===== config.mk =====
export PLATFORM = sky130hd
export DESIGN_NAME = seg7_scan_driver_flat
export DESIGN_NICKNAME = d
export VERILOG_FILES = /design/src/rtl/seg7_scan_driver_if.sv /design/src/rtl/seg7_scan_driver.sv /design/src/flat_wrapper.sv
export SDC_FILE = /design/constraint.sdc
export NUM_CORES = 1
export LEC_CHECK = 0
export BUFFER_PORTS_ARGS = -buffer_cell sky130_fd_sc_hd__buf_2
export CELL_PAD_IN_SITES_DETAIL_PLACEMENT = 1
export CELL_PAD_IN_SITES_GLOBAL_PLACEMENT = 1
export CORE_MARGIN = 2
export CORE_UTILIZATION = 39
export CTS_BUF_LIST = sky130_fd_sc_hd__clkbuf_16
export CTS_CLUSTER_SIZE = 16
export DETAILED_ROUTE_END_ITERATION = 7
export GPL_TIMING_DRIVEN = 0
export PLACE_DENSITY_LB_ADDON = 0.1
export REMOVE_ABC_BUFFERS = 1
export SLEW_MARGIN = 20
export SYNTH_ARGS = -nofsm -noshare
export SYNTH_HDL_FRONTEND = slang
export SYNTH_SLANG_ARGS = --single-unit

===== constraint.sdc =====
create_clock -name Clock -period 2.2 [get_ports Clock]
set_input_delay 0.11 -clock Clock [delete_from_list [all_inputs] [get_ports Clock]]
set_output_delay 0.11 -clock Clock [all_outputs]
set_load 0.01 [all_outputs]

===== src/rtl/seg7_scan_driver_if.sv =====
// Load channel for the 7-segment scan driver: one 16-bit word per valid/ready transfer.
interface seg7_scan_driver_if;
  logic        Load_valid;
  logic        Load_ready;
  logic [15:0] Load_data;

  modport master (output Load_valid, output Load_data, input Load_ready);
  modport slave  (input Load_valid, input Load_data, output Load_ready);
endinterface


===== src/rtl/seg7_scan_driver.sv =====
// Four-digit multiplexed 7-segment driver with a double-buffered load path.
// New words are staged in a pending register and only reach the display at a frame boundary.
module seg7_scan_driver #(
  parameter int DIV = 50000
) (
  input  logic                Clock,
  input  logic                Reset_n,
  seg7_scan_driver_if.slave   load,
  input  logic                Blank_lz,
  output logic [3:0]          Digit_sel,
  output logic [6:0]          Seg_out,
  output logic                Frame_done
);

  localparam int CW = (DIV > 2) ? $clog2(DIV) : 1;
  localparam logic [CW-1:0] LAST = CW'(DIV - 1);

  function automatic logic [6:0] hex_to_seg(input logic [3:0] nib);
    logic [6:0] seg;
    case (nib)
      4'h0:    seg = 7'h3F;
      4'h1:    seg = 7'h06;
      4'h2:    seg = 7'h5B;
      4'h3:    seg = 7'h4F;
      4'h4:    seg = 7'h66;
      4'h5:    seg = 7'h6D;
      4'h6:    seg = 7'h7D;
      4'h7:    seg = 7'h07;
      4'h8:    seg = 7'h7F;
      4'h9:    seg = 7'h6F;
      4'hA:    seg = 7'h77;
      4'hB:    seg = 7'h7C;
      4'hC:    seg = 7'h39;
      4'hD:    seg = 7'h5E;
      4'hE:    seg = 7'h79;
      4'hF:    seg = 7'h71;
      default: seg = 7'h00;
    endcase
    return seg;
  endfunction

  logic [CW-1:0] count_r, count_nxt_s;
  logic [3:0]    digit_sel_r, digit_sel_nxt_s;
  logic [15:0]   pending_r, pending_nxt_s;
  logic [15:0]   active_r, active_nxt_s;
  logic          full_r, full_nxt_s;
  logic          frame_done_r;
  logic          tick_s, boundary_s, xfer_s;
  logic [3:0]    nibble_s;
  logic          blank_s;

  // Next-state logic: prescaler, digit rotation and the pending/active hand-over.
  always_comb begin
    count_nxt_s     = count_r;
    digit_sel_nxt_s = digit_sel_r;
    pending_nxt_s   = pending_r;
    active_nxt_s    = active_r;
    full_nxt_s      = full_r;

    tick_s = (count_r == LAST);
    if (tick_s) begin
      count_nxt_s = {CW{1'b0}};
    end else begin
      count_nxt_s = count_r + {{(CW-1){1'b0}}, 1'b1};
    end

    // A corrupted select recovers to digit 0 without waiting for a tick.
    if (!$onehot(digit_sel_r)) begin
      digit_sel_nxt_s = 4'b0001;
    end else if (tick_s) begin
      digit_sel_nxt_s = {digit_sel_r[2:0], digit_sel_r[3]};
    end else begin
      digit_sel_nxt_s = digit_sel_r;
    end

    boundary_s = tick_s && (digit_sel_r == 4'b1000);
    xfer_s     = load.Load_valid && !full_r;

    // Transfers only happen while empty, so they never collide with a promotion.
    if (boundary_s && full_r) begin
      active_nxt_s = pending_r;
      full_nxt_s   = 1'b0;
    end else if (xfer_s) begin
      pending_nxt_s = load.Load_data;
      full_nxt_s    = 1'b1;
    end else begin
      full_nxt_s = full_r;
    end
  end

  // State registers with synchronous active-low reset.
  always_ff @(posedge Clock) begin
    if (!Reset_n) begin
      count_r      <= {CW{1'b0}};
      digit_sel_r  <= 4'b0001;
      pending_r    <= 16'h0000;
      active_r     <= 16'h0000;
      full_r       <= 1'b0;
      frame_done_r <= 1'b0;
    end else begin
      count_r      <= count_nxt_s;
      digit_sel_r  <= digit_sel_nxt_s;
      pending_r    <= pending_nxt_s;
      active_r     <= active_nxt_s;
      full_r       <= full_nxt_s;
      frame_done_r <= boundary_s;
    end
  end

  // Segment decode of the selected nibble with leading-zero blanking.
  always_comb begin
    nibble_s = active_r[3:0];
    blank_s  = 1'b0;
    case (digit_sel_r)
      4'b0010: begin
        nibble_s = active_r[7:4];
        blank_s  = (active_r[15:4] == 12'h000);
      end
      4'b0100: begin
        nibble_s = active_r[11:8];
        blank_s  = (active_r[15:8] == 8'h00);
      end
      4'b1000: begin
        nibble_s = active_r[15:12];
        blank_s  = (active_r[15:12] == 4'h0);
      end
      default: begin
        nibble_s = active_r[3:0];
        blank_s  = 1'b0;
      end
    endcase
    if (Blank_lz && blank_s) begin
      Seg_out = 7'h00;
    end else begin
      Seg_out = hex_to_seg(nibble_s);
    end
  end

  assign Digit_sel       = digit_sel_r;
  assign Frame_done      = frame_done_r;
  assign load.Load_ready = ~full_r;

endmodule


===== src/flat_wrapper.sv =====
// flat-port wrapper written by rule: the top's interface ports become plain ports
module seg7_scan_driver_flat 
#(
  parameter int DIV = 50000
)
  (Clock, Reset_n, Blank_lz, Digit_sel, Seg_out, Frame_done, load_Load_valid, load_Load_data, load_Load_ready);
  seg7_scan_driver_if load_i ();
  input  logic Clock;
  input  logic Reset_n;
  input  logic Blank_lz;
  output logic [3:0] Digit_sel;
  output logic [6:0] Seg_out;
  output logic Frame_done;
  input wire logic [$bits(load_i.Load_valid)-1:0] load_Load_valid;
  input wire logic [$bits(load_i.Load_data)-1:0] load_Load_data;
  output wire logic [$bits(load_i.Load_ready)-1:0] load_Load_ready;
  assign load_i.Load_valid = load_Load_valid;
  assign load_i.Load_data = load_Load_data;
  assign load_Load_ready = load_i.Load_ready;
  seg7_scan_driver #(.DIV(DIV)) u_core (.Clock(Clock), .Reset_n(Reset_n), .load(load_i), .Blank_lz(Blank_lz), .Digit_sel(Digit_sel), .Seg_out(Seg_out), .Frame_done(Frame_done));
endmodule

==> run summary <==
CLOCK TREE
------------------------------------------------------------------------------------------
TritonCTS clock tree                                                                 built
Clock latency at the later pin of the worst-skew pair                               290 ps
Total clock sinks                                                                       54
Clk root buf                                                                     clkbuf_16
Number of levels the H-tree was split into                                               2
Maximum buffer depth of the clock tree                                                   2
Hold buffers post-CTS                                                                    0
Clock edge transition at the registers on the reported setup and hold paths          70 ps
Number of clock buffers inserted by TritonCTS                                            5

SYNTHESIS
------------------------------------------------------------------------------------------
Number of distinct standard cells referenced by the synthesized netlist                 50
Syn Inst Count                                                                         325
Seq cells post-synth                                                                    54
Number of enable flip-flop cells after synthesis                                         0
Asr flop ratio synth                                                                    0%
Post-synthesis cell area                                                        2790 sq um
Adder-cell share of the synthesized area                                             7.44%
Complex-gate fraction of the synthesized area                                        15.3%
Mux cell area share after synthesis                                                  4.39%
Largest family of logic cells by synthesized area                             simple AND/OR/NAND/NOR gates
Average footprint of a synthesized cell                                         8.59 sq um
Ys flop type                                                                       dfxtp_1
Share of synthesized area occupied by flip-flops and latches                         38.7%
Yosys synthesis warning count                                                            0
Synthesized-area fraction occupied by and/or/nand/nor cells                          25.1%
Parity-gate share of the synthesized area counting xor and xnor cells                4.39%

WORST SETUP PATH
------------------------------------------------------------------------------------------
Crit path launch type                                                            flip-flop
Crit path max fanout                                                                     6
Startpoint-to-endpoint class of the critical path                                  reg2out
Arr. time, crit path                                                               2440 ps
Worst endpoint required time                                                       2090 ps
Element type at the critical path end                                          output port
FF-to-FF setup slack                                                                140 ps

GLOBAL ROUTE
------------------------------------------------------------------------------------------
Vias in the first global route                                                        2419
GRT Residual Overflow                                                                    0
Pin count of the biggest net entering global routing                                    38
GRT Overall Usage                                                                    18.5%
Antenna violations before repair                                                         0
First-pass GRT wire length                                                    11400 microns

TIMING
------------------------------------------------------------------------------------------
Worst Slack Setup Final                                                            -350 ps
Top achievable clock speed                                                         392 MHz
Worst slew margin relative to its limit                                              52.0%
Worst hold slack after final layout                                                54.0 ps
Worst Skew                                                                         4.75 ps
Hold Violations, Final                                                                   0
Final Setup Violations                                                                   7
Slew at the pin closest to its max-slew limit                                       716 ps
Period utilisation layout                                                             116%
Count of final max-slew check failures                                                   0
Final Critical Period                                                              2550 ps
Unrepaired setup endpoints after global routing                                       true

PLACEMENT
------------------------------------------------------------------------------------------
Post-DP Area                                                                    3000 sq um
Weighted congestion reported at the end of routability-driven placement              0.774
I/O Buffers                                                                             32
Post-DP HPWL                                                                  4380 microns

FINISH
------------------------------------------------------------------------------------------
Number of fill cells in the layout                                                     812
Synthesis-to-layout area growth                                                      26.1%
Proportion of layout cells with a drive suffix above 1                               27.4%
Area occupied by multi-input gates                                              1730 sq um
Most common cell after layout, fill and taps aside                                 nand2_1
Reg area                                                                        1090 sq um
Commonest cells after routing, fill and taps aside                            72 x nand2_1, 50 x dfxtp_1, 32 x buf_2, 29 x nor2_1, 21 x nand3_1
# nets final                                                                           408
Antenna diodes                                                                           0
Non-Filler Cell Area, Final                                                     3520 sq um
Post-Route Utilization                                                               51.3%

STATUS
------------------------------------------------------------------------------------------
Outcome                                                                       complete, but fails checks
Violated checks                                                               setup timing

FLOORPLANNING
------------------------------------------------------------------------------------------
Initial standard-cell utilization of the core                                        40.6%
Placeable core region                                                           6870 sq um
Total die area                                                                  7850 sq um
Site row count                                                                          30
Horizontal extent of the die                                                  88.6 microns
Die height                                                                    88.6 microns
I/O pin count                                                                           33

POWER AND IR DROP
------------------------------------------------------------------------------------------
Power per unit of standard cell area                                           558 nW/um^2
Worst vdd rail ir drop                                                            0.416 mV
Power after layout                                                                 1.96 mW
Leakage component of the power                                                     1.29 nW

ROUTE
------------------------------------------------------------------------------------------
Number of nets with antenna violations after routing                                     0
Wirelength per Cell                                                           14.2 microns
Number of remaining DRC errors                                                           0
Detailed Route Iter0 Violations                                                         53
Routed vias                                                                           2320
Total iterations of the first detailed-routing run                                       4
Routed WL                                                                     6660 microns
Routed via count divided by cell count                                                4.96

WORST HOLD PATH
------------------------------------------------------------------------------------------
Kind of path behind the tightest hold check                                         in2reg

FLOW RUN
------------------------------------------------------------------------------------------
Maximum capacitance violations                                                           0

==> stage by stage <==
step	cells	setup TNS, ps	setup WS (ps)
final	468	-1950	-350
after global routing	468	-2750	-477
after CTS	467	-1940	-349
after detailed placement	438	-6350	-655
after global placement	438	-5040	-603
after floorplan	310	-1210	-332
==> Yosys cell counts, types with 2 or more instances <==
library cell  count  area share (%)
a211o_1           2            0.63
a22o_1            2            0.63
xnor2_1           9             2.8
xor2_1            5             1.6
buf_6             2            0.81
nor3_1            2            0.36
nor4_1            4            0.90
clkbuf_1          9             1.2
nand3_1          21             3.8
mux2i_1           4             1.4
ha_1             15             6.7
dfxtp_1          54              39
mux2i_4           2             1.6
a21boi_0         13             3.5
and3_1            3            0.67
o21ai_0           2            0.36
a221oi_2          2             1.1
a21oi_1           4            0.72
nor3_2            2            0.72
nor2_1           29             3.9
buf_2             3            0.54
nand2_1          73             9.8
inv_1            14             1.9
nand4_1           4            0.90
mux2_2            2            0.81
a21boi_1         19             5.1
==> cell type report <==
class,instances,share of cell area (%)
flip-flops and latches,54,31.0
clock buffers,5,3.55
well taps,96,3.41
repair buffers,55,10.4
inverters,14,1.63
multi-input cells,242,49.1
clock inverters,2,0.959
==> worst max-delay path: stages, from the launching register on <==
cell      delay (ps)
dfxtp_4          360
buf_12           120
ha_4             180
o21ai_4          220
nand2_4           80
mux2_4           370
ha_4             190
mux2_2           270
a221oi_2         200
buf_2            160
==> what timing repair did <==
| item | in CTS | in global routing |
|---|---|---|
| cloned | 0 | 0 |
| endpoints found under the setup margin | 24 | 7 |
| pin swaps | 13 | 3 |
| gates resized for setup | 38 | 2 |
| buffers inserted | 22 | 1 |
==> worst paths after layout <==
kind,startpoint,to,depth (start not counted)
min reg2reg,u_core.count_r[0],u_core.count_r[0],1
min,load_Load_data[10],u_core.pending_r[10],3
max reg2reg,u_core.Digit_sel[1],u_core.Digit_sel[0],7
max,u_core.Digit_sel[2],Seg_out[6],9
==> routing by layer <==
layer | global-route usage (%) | wire [microns]
met1 | 24.5 | 3310
met5 | 0 | 0
met4 | 3.99 | 42
met3 | 3.82 | 133
met2 | 31.4 | 3170
==> cells by family after synthesis <==
logic type,count (synthesis)
and+or+nand+nor,150
DFF,54
AOI/OAI and AO/OA,53
buffers and inverters,29
adders and majority gates,16
xor gates and xnor gates,14
muxes,9
==> where the power goes <==
part / total (mW) / switching, mW / internal (mW) / leakage, nW
Combinational: 0.0841 / 0.0473 / 0.0367 / 0.769
Sequential: 1.01 / 0.0129 / 0.997 / 0.440
Clock: 0.870 / 0.342 / 0.527 / 0.0773
Total: 1.96 / 0.403 / 1.56 / 1.29
==> flip-flops by register name (all words and copies together) (netlist names) <==
name,cells
u_core.full_r,1
u_core.Digit_sel,4
u_core.active_r,16
u_core.count_r,16
u_core.pending_r,16
u_core.Frame_done,1
No activity file was read; power rests on OpenSTA's default activity.
